File: src/rtl/vga_stream_arbiter.sv
// vga_stream_arbiter: frame-granular 2:1 arbiter onto the vga_controller pixel link, with raster tracking.
// Optional underrun fill on owner starvation is enabled by defining ARB_UNDERRUN_FILL_EN.
module vga_stream_arbiter #(
   parameter int H_PIXELS = 160,
   parameter int V_LINES = 120,
   parameter int FILL_TIMEOUT = 16,
   parameter logic [5:0] FILL_COLOR = 6'h00
) (
   input  logic       clk_20,
   input  logic       rst_n,
   input  logic       enable,
   input  logic       sel_req,
   input  logic       s0_valid,
   input  logic [5:0] s0_data,
   output logic       s0_ready,
   input  logic       s1_valid,
   input  logic [5:0] s1_data,
   output logic       s1_ready,
   input  logic       vga_ready_in,
   output logic       vga_data_valid_out,
   output logic [5:0] vga_data_out,
   output logic       owner,
   output logic       busy,
   output logic [7:0] pix_x,
   output logic [7:0] pix_y,
   output logic       frame_done,
   output logic [7:0] frame_cnt,
   output logic [7:0] underrun_cnt
);
   typedef enum logic {IDLE, RUN} state_t;
   localparam logic [7:0] X_LAST = 8'(H_PIXELS - 1);
   localparam logic [7:0] Y_LAST = 8'(V_LINES - 1);
   state_t state, state_nxt;
   logic run, can_load, src_valid, accept, fill, load, boundary;
   logic [5:0] src_data;
   assign run = state == RUN;
   assign can_load = !vga_data_valid_out || vga_ready_in;
   assign src_valid = owner ? s1_valid : s0_valid;
   assign src_data = owner ? s1_data : s0_data;
   assign s0_ready = run && !owner && can_load;
   assign s1_ready = run && owner && can_load;
   assign accept = run && can_load && src_valid;
   assign load = accept || fill;
   assign boundary = load && pix_x == X_LAST && pix_y == Y_LAST;
   assign busy = run;
`ifdef ARB_UNDERRUN_FILL_EN
   logic [15:0] starve;
   logic [7:0] underrun;
   assign fill = run && can_load && !src_valid && starve == 16'(FILL_TIMEOUT);
   assign underrun_cnt = underrun;
   always_ff @(posedge clk_20 or negedge rst_n) begin
      if (!rst_n) begin
         starve <= '0;
         underrun <= '0;
      end else begin
         if (!run || load) starve <= '0;
         else if (can_load) starve <= starve + 16'd1;
         if (fill && underrun != 8'hFF) underrun <= underrun + 8'd1;
      end
   end
`else
   logic unused_fill;
   assign fill = 1'b0;
   assign underrun_cnt = 8'h00;
   assign unused_fill = FILL_TIMEOUT == 0;
`endif
   always_ff @(posedge clk_20 or negedge rst_n) begin
      if (!rst_n) state <= IDLE;
      else state <= state_nxt;
   end
   always_comb begin
      state_nxt = state;
      if (!run && enable) state_nxt = RUN;
      else if (boundary && !enable) state_nxt = IDLE;
   end
   always_ff @(posedge clk_20 or negedge rst_n) begin
      if (!rst_n) begin
         owner <= 1'b0;
         pix_x <= '0;
         pix_y <= '0;
         frame_done <= 1'b0;
         frame_cnt <= '0;
         vga_data_valid_out <= 1'b0;
         vga_data_out <= '0;
      end else begin
         frame_done <= boundary;
         if (!run && enable) begin
            owner <= sel_req;
            pix_x <= '0;
            pix_y <= '0;
         end
         if (load) begin
            vga_data_out <= fill ? FILL_COLOR : src_data;
            vga_data_valid_out <= 1'b1;
            pix_x <= pix_x == X_LAST ? '0 : pix_x + 8'd1;
            if (pix_x == X_LAST) pix_y <= pix_y == Y_LAST ? '0 : pix_y + 8'd1;
         end else if (vga_ready_in) vga_data_valid_out <= 1'b0;
         // owner switches only here, so a frame is never split between sources
         if (boundary) begin
            frame_cnt <= frame_cnt + 8'd1;
            if (enable) owner <= sel_req;
         end
      end
   end
endmodule
File: config.mk
export PLATFORM = sky130hd
export DESIGN_NAME = vga_stream_arbiter
export DESIGN_NICKNAME = d
export VERILOG_FILES = /design/src/rtl/vga_stream_arbiter.sv
export SDC_FILE = /design/constraint.sdc
export NUM_CORES = 1
export LEC_CHECK = 0
export ABC_AREA = 1
export CELL_PAD_IN_SITES_DETAIL_PLACEMENT = 0
export CELL_PAD_IN_SITES_GLOBAL_PLACEMENT = 1
export CORE_MARGIN = 2
export CORE_UTILIZATION = 31
export CTS_CLUSTER_SIZE = 12
export DETAILED_ROUTE_END_ITERATION = 6
export PLACE_DENSITY = 0.75
export SLEW_MARGIN = 10
export SYNTH_ARGS = -nofsm -noshare
export SYNTH_HDL_FRONTEND = slang
export SYNTH_SLANG_ARGS = --single-unit
File: constraint.sdc
create_clock -name clk_20 -period 1.91 [get_ports clk_20]
set_clock_uncertainty 0.05 [all_clocks]
set_input_delay 0.2865 -clock clk_20 [delete_from_list [all_inputs] [get_ports clk_20]]
set_output_delay 0.2865 -clock clk_20 [all_outputs]
set_load 0.05 [all_outputs]
# --- Yosys cells after proc, flatten, opt, wreduce, memory -nomap -nowiden ---
# Cells that the tools add are included.
op_classes:
  add_sub_neg: 3
  eq_ne: 2
  n_mux: 16
  reduce_logical: 18
op_table:
  columns: ["op", "count"]
  rows:
  - ["$mux 8", 7]
  - ["$add 8x1->8 const B", 3]
  - ["$logic_and 1x1->1", 10]
  - ["$eq 8x7->1 const B", 1]
  - ["$eq 8x8->1 const B", 1]
  - ["$mux 1", 8]
  - ["$mux 6", 1]
  - ["$reduce_bool 2->1", 3]
  - ["$logic_not 1->1", 4]
  - ["$logic_or 1x1->1", 1]
word_totals:
  ff_bits: 34
  inputBits: 19
  output_inout_bits: 44
  wordCells: 47

# --- Logic depth before layout (Yosys ltp) ---
logic_depth:
  depth_word: 9
  ltp_mapped: 9
  ltp_nobuf: 8

# --- Worst setup path after synthesis ---
# OpenSTA, ideal clock, no wires.
synth_timing:
  path_kind: "register to output"
  from: "reg owner"
  to: "out s1_ready"
  arrival_time_ps: 1611
  required_ps: 1574
  setup_slack_ps: -37
  stages_incl_launch_ff: 4
  cell_sequence: "dfrtp_1 buf_6 inv_1 nor2_1"
synth_between:
  elab_chain_cells: 2
synth_lines:
  columns: ["item", "line", "text"]
  rows:
  - ["start: declaration", "22", "output logic owner,"]
  - ["start signal: assignment", "88", "owner <= sel_req;"]
  - ["start signal: assignment", "101", "if (enable) owner <= sel_req;"]
  - ["$logic_and 1x1->1 (2 in series)", "41", "assign s1_ready = run && owner && can_load;"]
  - ["end: declaration", "18", "output logic s1_ready,"]
# No other way between the ends.

# --- Worst setup path in the final report ---
layout_timing:
  from: "reg pix_x[7]"
  to: "out pix_x[7]"
layout_rtl:
  columns: ["item", "line", "text"]
  rows:
  - ["start: declaration", "24", "output logic [7:0] pix_x,"]
  - ["start signal: assignment", "95", "pix_x <= pix_x == X_LAST ? '0 : pix_x + 8'd1;"]
# No word-level cell between the ends.

==> impl_metrics.env <==
export IMPL_multi_input_area_mm2=0.00101
export IMPL_p_per_area_mw_per_mm2=863
export IMPL_num_vias=1884
export IMPL_hold_path_class="in2async"
export IMPL_setup_tns_ns=0
export IMPL_drv_slew=0
export IMPL_slowest_stage="clkdlybuf4s50_1"
export IMPL_synth_area_mm2=0.00206
export IMPL_regArea_um2=852
export IMPL_drive_above_1_share=0.166
export IMPL_fin_nets=360
export IMPL_end_kind="output port"
export IMPL_fmax_mhz=542
export IMPL_synth_distinct_cells=29
export IMPL_cts_max_level=2
export IMPL_die_h_um=85.5
export IMPL_rows=29
export IMPL_cts_buffer_depth=2
export IMPL_cp_arrival_ns=1.51
export IMPL_synth_async_reset_ratio=1.00
export IMPL_drt_pass1_iterations=4
export IMPL_wire_per_inst_um=12.1
export IMPL_finalSetupViolCount=0
export IMPL_synthFlopType="dfrtp_1"
export IMPL_areaGrowthSynthToFinish_pct=32.0
export IMPL_core_area_mm2=0.00639
export IMPL_drtAntennaViolNets=0
export IMPL_finalWirelength_mm=5.03
export IMPL_stdcell_count=415
export IMPL_utilization=0.425
export IMPL_grt_pass1_wl_mm=8.78
export IMPL_post_route_period_util=0.966
export IMPL_ioPinCount=63
export IMPL_rsz0062_at_grt="false"
export IMPL_cts_root_buf="clkbuf_8"
export IMPL_final_common_cell="nand2_1"
export IMPL_clock_sinks=34
export IMPL_placed_cell_area_mm2=0.00264
export IMPL_grt_antenna_before_repair=0
export IMPL_leakage_nw=1.44
export IMPL_dieArea_mm2=0.00731
export IMPL_synth_seq_area_share=0.413
export IMPL_grt_overflow_total=0
export IMPL_crit_start="pix_x[7]$_DFFE_PN0P_"
export IMPL_cp_max_fo=4
export IMPL_r2r_start="pix_x[1]$_DFFE_PN0P_"
export IMPL_peakVddDrop_mv=0.757
export IMPL_placedCellCount=408
export IMPL_period_needed_ns=1.85
export IMPL_ys_warn_count=0
export IMPL_die_x_um=85.5
export IMPL_gp_congestion=0.817
export IMPL_cts_clk_slew_worst_paths_ns=0.07
export IMPL_path_class="reg2out"
export IMPL_worst_pin_slew_ns=0.513
export IMPL_path_delay_family="buffers and inverters"
export IMPL_cts_buffers=5
export IMPL_route_detailed_drc=0
export IMPL_avgViaCountPerCell=4.54
export IMPL_worst_setup_path_start_kind="flop"
export IMPL_grt_max_degree=35
export IMPL_critPathBufInv=1
export IMPL_synth_seq_cells=34
export IMPL_hold_viol=0
export IMPL_critPathRequiredTime_ns=1.57
export IMPL_slew_limit_headroom=0.657
export IMPL_antennaDiodeCount=0
export IMPL_synthCells=275
export IMPL_design_area_mm2=0.00272
export IMPL_io_buffers=54
export IMPL_synth_edf_count=0
export IMPL_first_global_vias=1888
export IMPL_layout_common_cells="nand2_1, nand3_1, dfrtp_1"
export IMPL_drt_iter0_markers=72
export IMPL_cts_tree="done"
export IMPL_nFillCells=685
export IMPL_grt_total_usage=0.152
export IMPL_maxCapViolations=0
export IMPL_max_stage_delay_ns=0.82
export IMPL_crit_chain="clkdlybuf4s50_1"
export IMPL_synth_avg_cell_area_um2=7.48
export IMPL_post_cts_buffers=0
export IMPL_status="complete, no violations"
export IMPL_start_util=0.322
export IMPL_insertion_delay_ns=0.29
export IMPL_dp_hpwl_mm=3.74
==> cell usage after synthesis, types with 3 or more instances <==
library cell / count / area [um^2]
dfrtp_1: 34 / 851
nand2_1: 84 / 315
xnor2_1: 4 / 35.0
nand3_1: 35 / 175
buf_6: 4 / 45.0
inv_2: 3 / 11.3
xor2_1: 3 / 26.3
inv_1: 27 / 101
o31ai_1: 6 / 45.0
buf_4: 8 / 60.1
ha_1: 3 / 37.5
nor2_1: 30 / 113
nand4_1: 5 / 31.3
o21ai_0: 9 / 45.0
==> area by class of cell <==
| class | count | area share |
|---|---|---|
| Timing Repair Buffer | 63 | 0.210 |
| Sequential cell | 34 | 0.314 |
| Multi-Input combinational cell | 204 | 0.371 |
| Inverter | 30 | 0.0415 |
| Clock buffer | 7 | 0.0281 |
| Tap cell | 77 | 0.0355 |
==> report_power, final <==
| group | total, mW | switching [mW] | internal, mW |
|---|---|---|---|
| logic | 0.922 | 0.615 | 0.307 |
| clock network | 0.496 | 0.246 | 0.251 |
| registers | 0.927 | 0.114 | 0.813 |
==> logic make-up after synthesis <==
group           count (synthesis)  share of synthesized area
compound gates                 20                     0.0608
xor+xnor                        7                     0.0298
flops                          34                      0.413
fa+ha+maj                       3                     0.0182
buf+inv                        44                      0.111
other cells                     1                    0.00182
simple gates                  166                      0.365
==> worst paths after layout <==
kind / endpoint / cells past startpoint / slack [ns]
worst max register to register: pix_y[3]$_DFF_PN0_ / 6 / 0.33
worst min register to register: vga_data_out[0]$_DFFE_PN0P_ / 2 / 0.43
worst max-delay path: pix_x[7] / 1 / 0.06
max in group asynchronous: owner$_DFF_PN0_ / 2 / 1.10
min in group clk_20: vga_data_out[0]$_DFFE_PN0P_ / 2 / 0.43
worst min-delay path: pix_x[3]$_DFFE_PN0P_ / 2 / 0.37
==> flip-flops by register name, indices dropped and copies added (netlist names) <==
| name | cells |
|---|---|
| frame_cnt | 8 |
| vga_data_valid_out | 1 |
| owner | 1 |
| busy | 1 |
| vga_data_out | 6 |
| pix_x | 8 |
| pix_y | 8 |
| frame_done | 1 |
==> through the flow <==
| stage | setup slack, ns | hold WS (ns) | total power [mW] |
|---|---|---|---|
| 2_1_floorplan | 0.0132 | -0.0591 | 1.57 |
| 3_3_place_gp | 0.212 | 0.419 | 1.87 |
| 3_5_place_dp | 0.167 | 0.422 | 1.87 |
| 4_1_cts | 0.0129 | 0.376 | 2.38 |
| 5_1_grt | 0.0199 | 0.424 | 2.49 |
| 6_report | 0.0644 | 0.367 | 2.35 |
==> repair_timing <==
item                                    in CTS  in global routing
endpoints found under the setup margin       0                  1
resized for setup                            0                  1
hold buffers                                 0                  0
==> metal layers <==
metal / vias to the layer above / part of all wire / track usage
met5: - / 0 / 0
met4: 0 / 0.024 / 0.0693
met3: 9 / 0.044 / 0.0340
met2: 36 / 0.47 / 0.247
met1: 856 / 0.46 / 0.192
li1: 983 / - / -
No activity file was read; power rests on OpenSTA's default activity.
